$ cat src/rtl/pipe_hazard_ctrl.sv
// Hazard/sequencing controller for a 5-stage RV32I pipeline: load-use stall,
// redirect flush, memory-busy freeze and registered EX forwarding selects.
module pipe_hazard_ctrl #(
  parameter int unsigned FLUSH_CYC = 2,
  parameter int unsigned CNT_W     = 16
) (
  input  logic             clk,
  input  logic             rst_n,
  input  logic             id_valid,
  input  logic [4:0]       id_rs1,
  input  logic [4:0]       id_rs2,
  input  logic [4:0]       id_rd,
  input  logic             id_rd_we,
  input  logic             id_is_load,
  input  logic             ex_redirect,
  input  logic             mem_busy,
  output logic             if_stall,
  output logic             id_stall,
  output logic             ex_bubble,
  output logic             flush_id,
  output logic [1:0]       fwd_rs1_sel,
  output logic [1:0]       fwd_rs2_sel,
  output logic [CNT_W-1:0] stall_cycles,
  output logic [1:0]       ctrl_state
);

  typedef enum logic [1:0] {
    RUN    = 2'b00,
    FLUSH  = 2'b01,
    FREEZE = 2'b10
  } state_t;

  state_t           state_q, state_d, saved_q, saved_d, eff_state;
  logic [2:0]       cnt_q, cnt_d;
  logic [4:0]       ex_rd_q, ex_rd_d, mem_rd_q, mem_rd_d;
  logic             ex_we_q, ex_we_d, ex_load_q, ex_load_d, mem_we_q, mem_we_d;
  logic [1:0]       fwd1_q, fwd1_d, fwd2_q, fwd2_d;
  logic [CNT_W-1:0] stall_q, stall_d;
  logic             load_use, issue, redirect_ok;

  function automatic logic [1:0] fwd_sel(input logic [4:0] rs, input logic [4:0] e_rd,
                                         input logic e_we, input logic e_ld,
                                         input logic [4:0] m_rd, input logic m_we);
    logic [1:0] s;
    s = 2'b00;
    if (rs != 5'd0) begin
      if (e_we && e_rd == rs && !e_ld) s = 2'b01;
      else if (m_we && m_rd == rs)     s = 2'b10;
    end
    return s;
  endfunction

  // Redirect is gated by reset so a held ex_redirect cannot flush during reset.
  assign redirect_ok = rst_n & ex_redirect;
  assign load_use = id_valid & ex_load_q & ex_we_q &
                    (((id_rs1 != 5'd0) && (id_rs1 == ex_rd_q)) ||
                     ((id_rs2 != 5'd0) && (id_rs2 == ex_rd_q)));

  always_comb begin
    eff_state = (state_q == FREEZE) ? saved_q : state_q;
    state_d   = state_q;
    saved_d   = saved_q;
    cnt_d     = cnt_q;
    if_stall  = 1'b0;
    id_stall  = 1'b0;
    ex_bubble = 1'b0;
    flush_id  = 1'b0;
    if (mem_busy) begin
      if_stall = 1'b1;
      id_stall = 1'b1;
      state_d  = FREEZE;
      saved_d  = eff_state;
    end else begin
      state_d = eff_state;
      if (eff_state == FLUSH) begin
        flush_id = 1'b1;
        cnt_d    = cnt_q - 3'd1;
        if (cnt_q <= 3'd1) state_d = RUN;
      end else if (redirect_ok) begin
        flush_id  = 1'b1;
        ex_bubble = 1'b1;
        if (FLUSH_CYC > 1) begin
          state_d = FLUSH;
          cnt_d   = 3'(FLUSH_CYC - 1);
        end
      end else if (load_use) begin
        if_stall  = 1'b1;
        id_stall  = 1'b1;
        ex_bubble = 1'b1;
      end
    end
    ctrl_state = mem_busy ? FREEZE : eff_state;
  end

  always_comb begin
    issue     = id_valid & ~id_stall & ~ex_bubble & ~flush_id;
    ex_rd_d   = ex_rd_q;
    ex_we_d   = ex_we_q;
    ex_load_d = ex_load_q;
    mem_rd_d  = mem_rd_q;
    mem_we_d  = mem_we_q;
    fwd1_d    = fwd1_q;
    fwd2_d    = fwd2_q;
    if (!mem_busy) begin
      mem_rd_d  = ex_rd_q;
      mem_we_d  = ex_we_q;
      ex_rd_d   = issue ? id_rd : 5'd0;
      ex_we_d   = issue & id_rd_we & (id_rd != 5'd0);
      ex_load_d = issue & id_is_load;
      fwd1_d    = issue ? fwd_sel(id_rs1, ex_rd_q, ex_we_q, ex_load_q, mem_rd_q, mem_we_q) : 2'b00;
      fwd2_d    = issue ? fwd_sel(id_rs2, ex_rd_q, ex_we_q, ex_load_q, mem_rd_q, mem_we_q) : 2'b00;
    end
    stall_d = (if_stall && (stall_q != '1)) ? stall_q + 1'b1 : stall_q;
  end

  always_ff @(posedge clk or negedge rst_n) begin
    if (!rst_n) begin
      state_q   <= RUN;
      saved_q   <= RUN;
      cnt_q     <= '0;
      ex_rd_q   <= '0;
      ex_we_q   <= 1'b0;
      ex_load_q <= 1'b0;
      mem_rd_q  <= '0;
      mem_we_q  <= 1'b0;
      fwd1_q    <= '0;
      fwd2_q    <= '0;
      stall_q   <= '0;
    end else begin
      state_q   <= state_d;
      saved_q   <= saved_d;
      cnt_q     <= cnt_d;
      ex_rd_q   <= ex_rd_d;
      ex_we_q   <= ex_we_d;
      ex_load_q <= ex_load_d;
      mem_rd_q  <= mem_rd_d;
      mem_we_q  <= mem_we_d;
      fwd1_q    <= fwd1_d;
      fwd2_q    <= fwd2_d;
      stall_q   <= stall_d;
    end
  end

  assign fwd_rs1_sel  = fwd1_q;
  assign fwd_rs2_sel  = fwd2_q;
  assign stall_cycles = stall_q;

endmodule
$ cat config.mk
export PLATFORM = sky130hd
export DESIGN_NAME = pipe_hazard_ctrl
export DESIGN_NICKNAME = d
export VERILOG_FILES = /design/src/rtl/pipe_hazard_ctrl.sv
export SDC_FILE = /design/constraint.sdc
export NUM_CORES = 1
export LEC_CHECK = 0
export ABC_AREA = 1
export BUFFER_PORTS_ARGS = -buffer_cell sky130_fd_sc_hd__buf_2
export CAP_MARGIN = 20
export CORE_ASPECT_RATIO = 1.25
export CORE_MARGIN = 2
export CORE_UTILIZATION = 55
export CTS_CLUSTER_SIZE = 10
export DETAILED_ROUTE_END_ITERATION = 16
export HOLD_SLACK_MARGIN = 0.06
export PLACE_DENSITY = 0.8
export REMOVE_ABC_BUFFERS = 1
export SYNTH_ARGS = -nofsm -noshare
export SYNTH_HDL_FRONTEND = slang
export SYNTH_SLANG_ARGS = --single-unit
$ cat constraint.sdc
create_clock -name clk -period 2.1 [get_ports clk]
set_input_delay 0.42 -clock clk [delete_from_list [all_inputs] [get_ports clk]]
set_output_delay 0.42 -clock clk [all_outputs]
set_load 0.02 [all_outputs]
==> results of run 1 <==
cells in the mapped netlist, drive strengths merged:
library cell / count / area [µm²]
xnor2: 8 / 70.1
clkbuf: 3 / 11.3
a211oi: 3 / 22.5
dfrtp: 40 / 1000
inv: 28 / 105
o22ai: 3 / 18.8
nor4: 1 / 21.3
nand4: 25 / 163
buf: 8 / 48.8
xor2: 13 / 114
o21ai: 10 / 50.1
a21oi: 6 / 30.0
nand3b: 1 / 7.51
nor2: 34 / 128
a221oi: 1 / 8.76
clkinv: 1 / 3.75
nand2: 115 / 434
ha: 3 / 37.5
nor3: 1 / 5.00
nand3: 21 / 115
per-stage QoR:
step / setup WS [ns] / area, µm² / power (W) / TNS (ns) / instances
2_1_floorplan: -0.127 / 2330 / 0.00145 / -0.255 / 314
3_3_place_gp: 0.0820 / 2730 / 0.00168 / 0 / 427
3_5_place_dp: 0.0719 / 2730 / 0.00170 / 0 / 427
4_1_cts: -0.0286 / 2990 / 0.00243 / -0.0593 / 449
5_1_grt: -0.233 / 3080 / 0.00263 / -1.40 / 450
6_report: -0.122 / 3080 / 0.00249 / -0.335 / 450
cell families (layout without fill, tap and decap cells):
| group | Yosys count | count (layout) | share of synthesized area |
|---|---|---|---|
| AND/OR/NAND/NOR | 198 | 198 | 0.365 |
| flip-flops | 40 | 40 | 0.418 |
| buffers and inverters | 40 | 109 | 0.0705 |
| AO/OA/AOI/OAI | 23 | 23 | 0.0543 |
| XOR/XNOR | 21 | 21 | 0.0768 |
| adder cells (fa/ha/maj) | 3 | 3 | 0.0157 |
area by class of cell:
class                      count  area share
clock inverter                 1     0.00974
clock buffer                   7      0.0312
inverter                      29      0.0353
sequential                    40       0.325
tap                           56      0.0227
timing repair buffer          72       0.161
multi-input combinational    245       0.416
repair_timing:
action                                  in CTS  in global routing
gates cloned                                 0                  1
hold buffers                                 0                  0
pin swaps                                    4                  7
endpoints found under the setup margin       3                 21
buffers inserted                            14                  2
gates resized for setup                     10                 19
cells in the final DEF (no fill, tap or decap), types with 7 or more instances in the layout:
cell type  netlist  routed
buf_2            6      44
buf_4            1      19
clkbuf_8         0       7
dfrtp_1         40      40
inv_1           23      23
nand2_1        114     113
nand3_1         19      18
nand4_1         24      24
nor2_1          34      26
o21ai_0          8       8
xnor2_1          8       8
xor2_1          13      13
flip-flops by register name (all words and copies together), names as in the netlist, 2 cells and up:
name          cells
state_q           2
ex_rd_q           5
cnt_q             3
fwd_rs2_sel       2
mem_rd_q          5
stall_cycles     16
fwd_rs1_sel       2
saved_q           2
power groups by stage:
stage | combinational [W] | clock [W] | sequential, W
after floorplan | 0.000395 | 0 | 0.00105
after global placement | 0.000658 | 0 | 0.00102
after detailed placement | 0.000672 | 0 | 0.00103
after CTS | 0.000716 | 0.000701 | 0.00101
after global routing | 0.000857 | 0.000736 | 0.00104
final | 0.000775 | 0.000692 | 0.00102
metal layers:
metal | GRT usage | share of wire | vias to the layer above
met4 | 0.100 | 0.028 | 0
met3 | 0.0420 | 0.053 | 17
met1 | 0.318 | 0.39 | 1184
met5 | 0 | 0 | -
li1 | - | - | 1185
met2 | 0.489 | 0.53 | 97
worst max-delay path, cell delays in order, from the launching register on:
cell     delay [ns]
dfrtp_1        0.45
xnor2_1        0.30
nand4_1        0.17
nand2_1        0.13
nand2_2        0.08
nand2_2        0.10
inv_2          0.06
nor2_4         0.10
buf_6          0.13
worst paths after layout:
check | startpoint | to | cells past startpoint | slack (ns)
worst min-delay path | rst_n | cnt_q[2]$_DFFE_PN0P_ | 2 | 0.20
worst max register to register | ex_rd_q[4]$_DFFE_PN0N_ | stall_cycles[0]$_DFFE_PN0P_ | 12 | 0.06
worst max-delay path | ex_rd_q[4]$_DFFE_PN0N_ | if_stall | 8 | -0.12
min in group clk | id_is_load | ex_load_q$_DFFE_PN0N_ | 3 | 0.35
max in group asynchronous | rst_n | mem_rd_q[0]$_DFFE_PN0N_ | 2 | 1.54
worst min register to register | fwd_rs1_sel[1]$_DFFE_PN0N_ | fwd_rs1_sel[1]$_DFFE_PN0N_ | 2 | 0.48
==> out/results.tsv, run 1 <==
stage	metric	value	unit
cells_and_area	seqCellArea	1000	µm²
logic_synthesis	yosys_warnings	0	
drt	vias_per_cell	5.52	
clock_tree	path_clk_slew	0.08	ns
clock_tree	clock_latency	0.30	ns
timing	period_share	1.06	
power	peakVddDrop	0.705	mV
power	powerDensity	807	nW/µm²
grt	antenna_found_initial	0	
drt	firstDrtPassIters	6	
outcome	outcome	finished, violations left	
power	switchingPower	0.000872	W
timing	hold_viol	0	
logic_synthesis	ys_seq_area_frac	0.418	
critical_path	crit_path_end_kind	output pin	
logic_synthesis	avgSynthCellArea	7.37	µm²
floorplan	die_h	77.8	µm
cells_and_area	multi_input_area	1280	µm²
critical_path	startpoint_type	flop	
timing	grt_setup_unrepaired	yes	
drt	wirelength	6410	µm
timing	relSlewSlack	0.661	
power	cell_internal_pwr	0.00162	W
drt	vias	2483	
placement	hpwl	4080	µm
critical_path	required	1.68	ns
grt	grt_max_degree	41	
floorplan	row_count	26	
drt	ant_nets	0	
timing	tightest_slew	0.508	ns
drt	drtIter0Drc	141	
logic_synthesis	ys_seq_elements	40	
floorplan	start_util	0.580	
drt	wl_per_cell	14.2	µm
placement	io_buffers	47	
power	comb_power_share	0.312	
critical_path	crit_type	flop to output pin	
power	p_leak	1.69	nW
cells_and_area	nFillCells	326	
floorplan	core	4130	µm²
placement	gp_congestion	0.880	
clock_tree	cts_buffers	5	
cells_and_area	fin_util	0.747	
grt	grt_pass1_wl	10500	µm
cells_and_area	area_growth_syn_to_layout	28.8	%
logic_synthesis	synth_cells	325	
job	max-cap-violations	0	
timing	setup_viol	3	
floorplan	die_area	4900	µm²
grt	grt_pass1_vias	2406	
timing	setup_ws	-0.122	ns
clock_tree	clockBufferDepth	2	
timing	whs	0.204	ns
timing	fmax	0.450	GHz
cells_and_area	antenna_cells	0	
drt	drcViolationCount	0	
floorplan	die_w	63.0	µm
cells_and_area	finalNetCount	418	
clock_tree	cts-htree-levels	2	
outcome	violations	negative setup slack	
clock_tree	clock_sinks	40	
grt	grt_overflow_total	0	
timing	period_needed	2.22	ns
timing	drv_slew	0	
critical_path	arrival	1.80	ns
hold_path	hold_path_class	input pin to asynchronous set/reset pin	
critical_path	crit_fanout	4	
logic_synthesis	synthesis.area	2390	µm²
clock_tree	cts_tree	done	
clock_tree	root_buffer	clkbuf_8	
power	sw_frac_of_total	0.350	
grt	grt_usage	0.270	
logic_synthesis	yosysUniqueCellTypes	27	
floorplan	io_pins	48	
power	clkPwrFrac	0.278	
power	p_seq_frac	0.410	
cells_and_area	drive_gt1_frac	0.264	
timing	fin_worst_skew	0.00437	ns
Power figures use the tool's default switching activity.
==> run 2: changes to the inputs <==
RECOVER_POWER = 100   (was default)
==> run 2 against run 1 <==
Compared with the run above:
- the flow still finishes with violations (negative setup slack)
- critical path depth is 3 higher
- maximum frequency grew 0.75%
- total power is 0.70% lower
- combinational power decreased by 2%
- hold slack gained 0.15 ns
- clock skew fell by 0.0016 ns
- critical endpoint unchanged
==> out/results.tsv, run 2 (synthesized netlist as in run 1, its figures left out) <==
stage	metric	value	unit
outcome	outcome	finished, violations left	
outcome	violations	negative setup slack	
timing	setup_viol	3	
timing	fin_tns_setup	-0.281	ns
cells_and_area	layout_common_cells	nand2_1, dfrtp_1, nor2_1, nand4_1	
grt	grt_usage	0.270	
drt	wl_per_cell	14.2	µm
placement	place_inst	427	
power	p_leak	1.60	nW
floorplan	start_util	0.580	
critical_path	crit_type	flop to output pin	
timing	setup_ws	-0.106	ns
drt	wirelength	6380	µm
job	max-cap-violations	0	
critical_path	crit_fanout	4	
drt	vias_per_cell	5.50	
placement	gp_congestion	0.880	
placement	io_buffers	47	
grt	grt_pass1_vias	2406	
power	p_seq_frac	0.413	
cells_and_area	stdcell_count	450	
cells_and_area	finalNetCount	418	
timing	period_share	1.05	
floorplan	die_w	63.0	µm
timing	tightest_slew	0.992	ns
drt	vias	2475	
clock_tree	clock_latency	0.30	ns
clock_tree	cts-htree-levels	2	
clock_tree	clock_sinks	40	
grt	grt_pass1_wl	10500	µm
timing	relSlewSlack	0.338	
floorplan	die_area	4900	µm²
power	clkPwrFrac	0.280	
critical_path	startpoint_type	flop	
power	p_total	0.00247	W
critical_path	required	1.68	ns
cells_and_area	drive_gt1_frac	0.206	
clock_tree	cts_tree	done	
drt	drtIter0Drc	162	
floorplan	core	4130	µm²
power	switchingPower	0.000872	W
timing	hold_viol	0	
hold_path	hold_path_class	input pin to flop	
cells_and_area	antenna_cells	0	
timing	grt_setup_unrepaired	yes	
critical_path	crit_path_end_kind	output pin	
cells_and_area	largest_reg_flops	16	
cells_and_area	final_common_cell	nand2_1	
clock_tree	clockBufferDepth	2	
drt	ant_nets	0	
timing	drv_slew	0	
power	comb_power_share	0.307	
clock_tree	root_buffer	clkbuf_8	
timing	fin_worst_skew	0.00276	ns
drt	drcViolationCount	0	
power	peakVddDrop	0.682	mV
clock_tree	path_clk_slew	0.08	ns
floorplan	die_h	77.8	µm
floorplan	io_pins	48	
clock_tree	cts_buffers	5	
power	cell_internal_pwr	0.00160	W
timing	period_needed	2.21	ns
grt	grt_overflow_total	0	
placement	place_ws	0.0719	ns
critical_path	arrival	1.79	ns
timing	fmax	0.453	GHz
grt	antenna_found_initial	0	
drt	firstDrtPassIters	5	
placement	hpwl	4080	µm
floorplan	row_count	26	
power	sw_frac_of_total	0.353	
power	powerDensity	810	nW/µm²
grt	grt_max_degree	41	
cells_and_area	area_growth_syn_to_layout	27.4	%
==> run 2: metrics by stage <==
step                      instance area [µm²]  utilization  hold slack, ns
after CTS                                2990        0.724           0.230
after floorplan                          2330            -           0.124
after detailed placement                 2730        0.660           0.469
final                                    3050        0.738           0.352
after global placement                   2730        0.660           0.462
after global routing                     3050        0.738           0.373
==> run 2: power groups by stage <==
stage	Sequential (W)	Combinational, W	Clock, W
after CTS	0.00101	0.000716	0.000701
after global placement	0.00102	0.000658	0
final	0.00102	0.000757	0.000692
after global routing	0.00104	0.000840	0.000736
after detailed placement	0.00103	0.000672	0
after floorplan	0.00105	0.000395	0
==> run 2: layer usage <==
| metal | vias to the layer above | part of all wire | GRT usage |
|---|---|---|---|
| met2 | 99 | 0.53 | 0.489 |
| met1 | 1173 | 0.39 | 0.318 |
| met3 | 20 | 0.048 | 0.0420 |
| li1 | 1183 | - | - |
| met4 | 0 | 0.032 | 0.100 |
| met5 | - | 0 | 0 |
==> run 2: timing repair <==
action                                  in CTS  in global routing
endpoints found under the hold margin        0                  0
resized for setup                           10                 19
buffers inserted                            14                  2
cloned                                       0                  1
pin swaps                                    4                  7
endpoints found under the setup margin       3                 21
hold buffers                                 0                  0
==> run 2: cell type report <==
| type | instances | area (µm²) |
|---|---|---|
| multi-input cells | 245 | 1280 |
| fillers | 346 | 1080 |
| flip-flops and latches | 40 | 1000 |
| repair buffers | 72 | 462 |
| inverters | 29 | 109 |
| clock buffers | 7 | 96.3 |
| well taps | 56 | 70.1 |
| clock inverters | 1 | 30.0 |
==> run 2: path summary, 6_finish.rpt <==
check	from	to	slack, ns	depth (start not counted)
setup / recovery	ex_rd_q[3]$_DFFE_PN0N_	if_stall	-0.11	11
hold / removal	id_is_load	ex_load_q$_DFFE_PN0N_	0.35	3
setup reg to reg	ex_rd_q[3]$_DFFE_PN0N_	stall_cycles[0]$_DFFE_PN0P_	0.08	15
hold reg to reg	fwd_rs2_sel[0]$_DFFE_PN0N_	fwd_rs2_sel[0]$_DFFE_PN0N_	0.49	2
max in group asynchronous	rst_n	mem_rd_q[0]$_DFFE_PN0N_	1.05	2
min in group asynchronous	rst_n	cnt_q[2]$_DFFE_PN0P_	0.43	2
==> run 2: critical path, stage by stage (launching register included) <==
cell     delay (ns)
dfrtp_1        0.40
inv_1          0.09
nand2_1        0.06
nand2_1        0.05
nor2_2         0.14
nand4_1        0.14
nand2_1        0.13
nand2_2        0.08
nand2_2        0.10
inv_2          0.06
nor2_4         0.10
buf_6          0.13
==> run 3: changes to the inputs <==
ABC_AREA = 0   (was 1)
CAP_MARGIN = default   (was 20)
CORE_UTILIZATION = 54   (was 55)
PLACE_DENSITY = 0.79   (was 0.8)
==> run 3 against run 2 <==
Compared with the run above:
- the run still ends with negative setup slack left
- clock power shrank 11%
- die area is 6.4% lower
- combinational power rose by 18%
- core utilization fell by 0.21 points
- sequential share of layout area is 2.5 points higher
- clock skew is 0.0082 ns higher
- area after synthesis down 8.5%
- global-route usage is 3.0 points lower
- largest power group unchanged
==> out/results.tsv, run 3 <==
stage	metric	value	unit
logic_synthesis	synth_edf_count	0	
logic_synthesis	synthArstFlopShare	1.00	
cells_and_area	final_common_cell	dfrtp_1	
logic_synthesis	synthesis.area	2190	µm²
critical_path	cp_cell_sequence	xor2_1 -> nor3_2 -> and3_4 -> buf_6 -> o21a_1 -> or2_4 -> buf_6	
clock_tree	clock_latency	0.29	ns
floorplan	start_util	0.569	
clock_tree	cts_buffers	5	
logic_synthesis	ys_seq_area_frac	0.457	
outcome	outcome	finished, violations left	
cells_and_area	antenna_cells	0	
logic_synthesis	synth.largest_area_cell	dfrtp_1	
timing	fin_worst_skew	0.0109	ns
critical_path	startpoint_type	flop	
critical_path	cp.depth	7	
drt	vias	1787	
logic_synthesis	yosysTopAreaCellShare	0.457	
placement	io_buffers	47	
clock_tree	cts_tree	done	
hold_path	min_to	ex_load_q$_DFFE_PN0N_	
drt	drtIter0Drc	34	
critical_path	reg2reg_slack	0.08	ns
logic_synthesis	synth_cells	204	
floorplan	die_area	4590	µm²
timing	tightest_slew	0.968	ns
critical_path	reg2regPathDepth	8	
timing	drv_slew	0	
critical_path	cp_num_buf_inv	2	
placement	gp_congestion	0.828	
placement	placed_area	2610	µm²
logic_synthesis	synth.most_common_cell	dfrtp_1	
floorplan	core	3850	µm²
clock_tree	clock_sinks	40	
critical_path	crit_type	flop to output pin	
timing	setup_viol	3	
drt	firstDrtPassIters	4	
grt	grt_overflow_total	0	
grt	grt_max_degree	41	
timing	fmax	0.432	GHz
clock_tree	root_buffer	clkbuf_8	
grt	antenna_found_initial	0	
logic_synthesis	yosys-top-cells-area	dfrtp_1, xor2_1, xnor2_1	
timing	period_needed	2.31	ns
clock_tree	clockBufferDepth	2	
drt	wl_per_cell	15.0	µm
critical_path	required	1.68	ns
grt	grt_pass1_vias	1787	
logic_synthesis	ys_top_cells_by_count	dfrtp_1, xor2_1, nand2_1	
critical_path	setup.worst_path.start	ex_rd_q[1]$_DFFE_PN0N_	
hold_path	hp-start	id_is_load	
hold_path	hold_path_class	input pin to flop	
critical_path	timing.critical_path.mode_cell	buf_6	
logic_synthesis	ys_seq_elements	40	
clock_tree	cts_hold_buf	0	
logic_synthesis	yosysUniqueCellTypes	47	
job	max-cap-violations	0	
timing	period_share	1.10	
drt	ant_nets	0	
placement	hpwl	3610	µm
logic_synthesis	synth-main-ff-cell	dfrtp_1	
grt	grt_pass1_wl	8090	µm
critical_path	reg2reg_from	ex_rd_q[0]$_DFFE_PN0N_	
critical_path	crit_path_end_kind	output pin	
cells_and_area	area_growth_syn_to_layout	29.3	%
power	p_leak	1.29	nW
timing	whs	0.351	ns
power	peakVddDrop	0.731	mV
critical_path	cpPeakStageDelay	0.44	ns
floorplan	row_count	25	
cells_and_area	stdcell_area	2830	µm²
hold_path	whs_path_depth	2	
logic_synthesis	yosys_warnings	0	
timing	grt_setup_unrepaired	yes	
critical_path	crit_fanout	3	
floorplan	die_h	75.2	µm
critical_path	cp_top_family	simple AND/OR/NAND/NOR gates	
cells_and_area	finalNetCount	300	
floorplan	die_w	61.0	µm
floorplan	io_pins	48	
cells_and_area	layout_common_cells	dfrtp_1, clkbuf_1, xor2_1, buf_4, buf_2	
cells_and_area	largest_reg_flops	16	
outcome	violations	negative setup slack	
critical_path	crit_slowest_cell	dfrtp_1	
clock_tree	cts-htree-levels	2	
timing	hold_viol	0	
critical_path	arrival	1.89	ns
critical_path	r2r-end	stall_cycles[11]$_DFFE_PN0P_	
clock_tree	path_clk_slew	0.08	ns
timing	relSlewSlack	0.355	
grt	grt_usage	0.240	
logic_synthesis	avgSynthCellArea	10.7	µm²
power	powerDensity	928	nW/µm²
drt	vias_per_cell	5.42	
timing	setup_ws	-0.214	ns
drt	wirelength	4960	µm
drt	drcViolationCount	0	
cells_and_area	drive_gt1_frac	0.301	
## run 3: cell count changes after synthesis, moves of 6 or more
cell / before / now
nand4_1: 24 / 3
nand2_1: 114 / 18
nor2_1: 34 / 10
mux2_2: 0 / 6
a22o_1: 0 / 6
inv_1: 23 / 7
nand3_1: 19 / 5
a211oi_1: 3 / 9
xor2_1: 13 / 22
## run 3: worst register-to-register path: cells and delay by family (launching register included)
| kind | cells | cell delay (ns) |
|---|---|---|
| xor+xnor | 2 | 0.38 |
| simple gates | 2 | 0.48 |
| buf+inv | 2 | 0.27 |
| flops | 1 | 0.43 |
| compound gates | 2 | 0.38 |
## run 3: cell type report
type	instances	area (µm²)
tap	54	67.6
multi-input combinational	149	1210
clock inverter	2	35.0
inverter	7	26.3
fill	296	1010
sequential	40	1000
timing repair buffer	72	424
clock buffer	6	72.6
## run 3: worst max-delay path by stage
stage	to	slack (ns)
6_report	id_stall	-0.21
5_1_grt	id_stall	-0.30
4_1_cts	ex_bubble	-0.22
3_5_place_dp	ex_bubble	-0.33
3_3_place_gp	id_stall	-0.30
2_1_floorplan	id_stall	-0.10
## run 3: kinds of logic after synthesis
family                     after synthesis  share of synthesized area
buffers and inverters                   15                     0.0331
adders and majority gates                3                     0.0171
muxes                                    7                     0.0360
xor gates and xnor gates                35                      0.140
DFF                                     40                      0.457
and+or+nand+nor                         59                      0.148
AOI/OAI and AO/OA                       45                      0.168
## run 3: metrics by stage
stage               TNS, ns  worst slack (ns)  total power (W)  cells  utilization
finish               -0.602            -0.214          0.00263    330        0.736
detailed placement    -1.56            -0.326          0.00200    317        0.678
global placement      -1.21            -0.301          0.00196    317        0.678
floorplan            -0.204            -0.102          0.00168    196            -
CTS                  -0.531            -0.216          0.00264    330        0.731
global route         -0.999            -0.296          0.00279    330        0.736
## run 3: per-layer routing
layer / up-vias / global-route usage / share of wire
li1: 873 / - / -
met1: 859 / 0.280 / 0.41
met2: 47 / 0.421 / 0.53
met3: 8 / 0.0636 / 0.041
met4: 0 / 0.0821 / 0.013
met5: - / 0 / 0
## run 3: what timing repair did
action                                  4_1_cts  5_1_grt
setup buffers                                 5        0
endpoints found under the setup margin        3        9
gates resized for setup                      16       11
hold endpoints to repair                      0        0
pin swaps                                     9       11
## run 3: report_power, final
part,switching [W],internal [W]
clock network,0.000265,0.000353
logic,0.000524,0.000366
registers,0.000186,0.000937
total,0.000975,0.00166
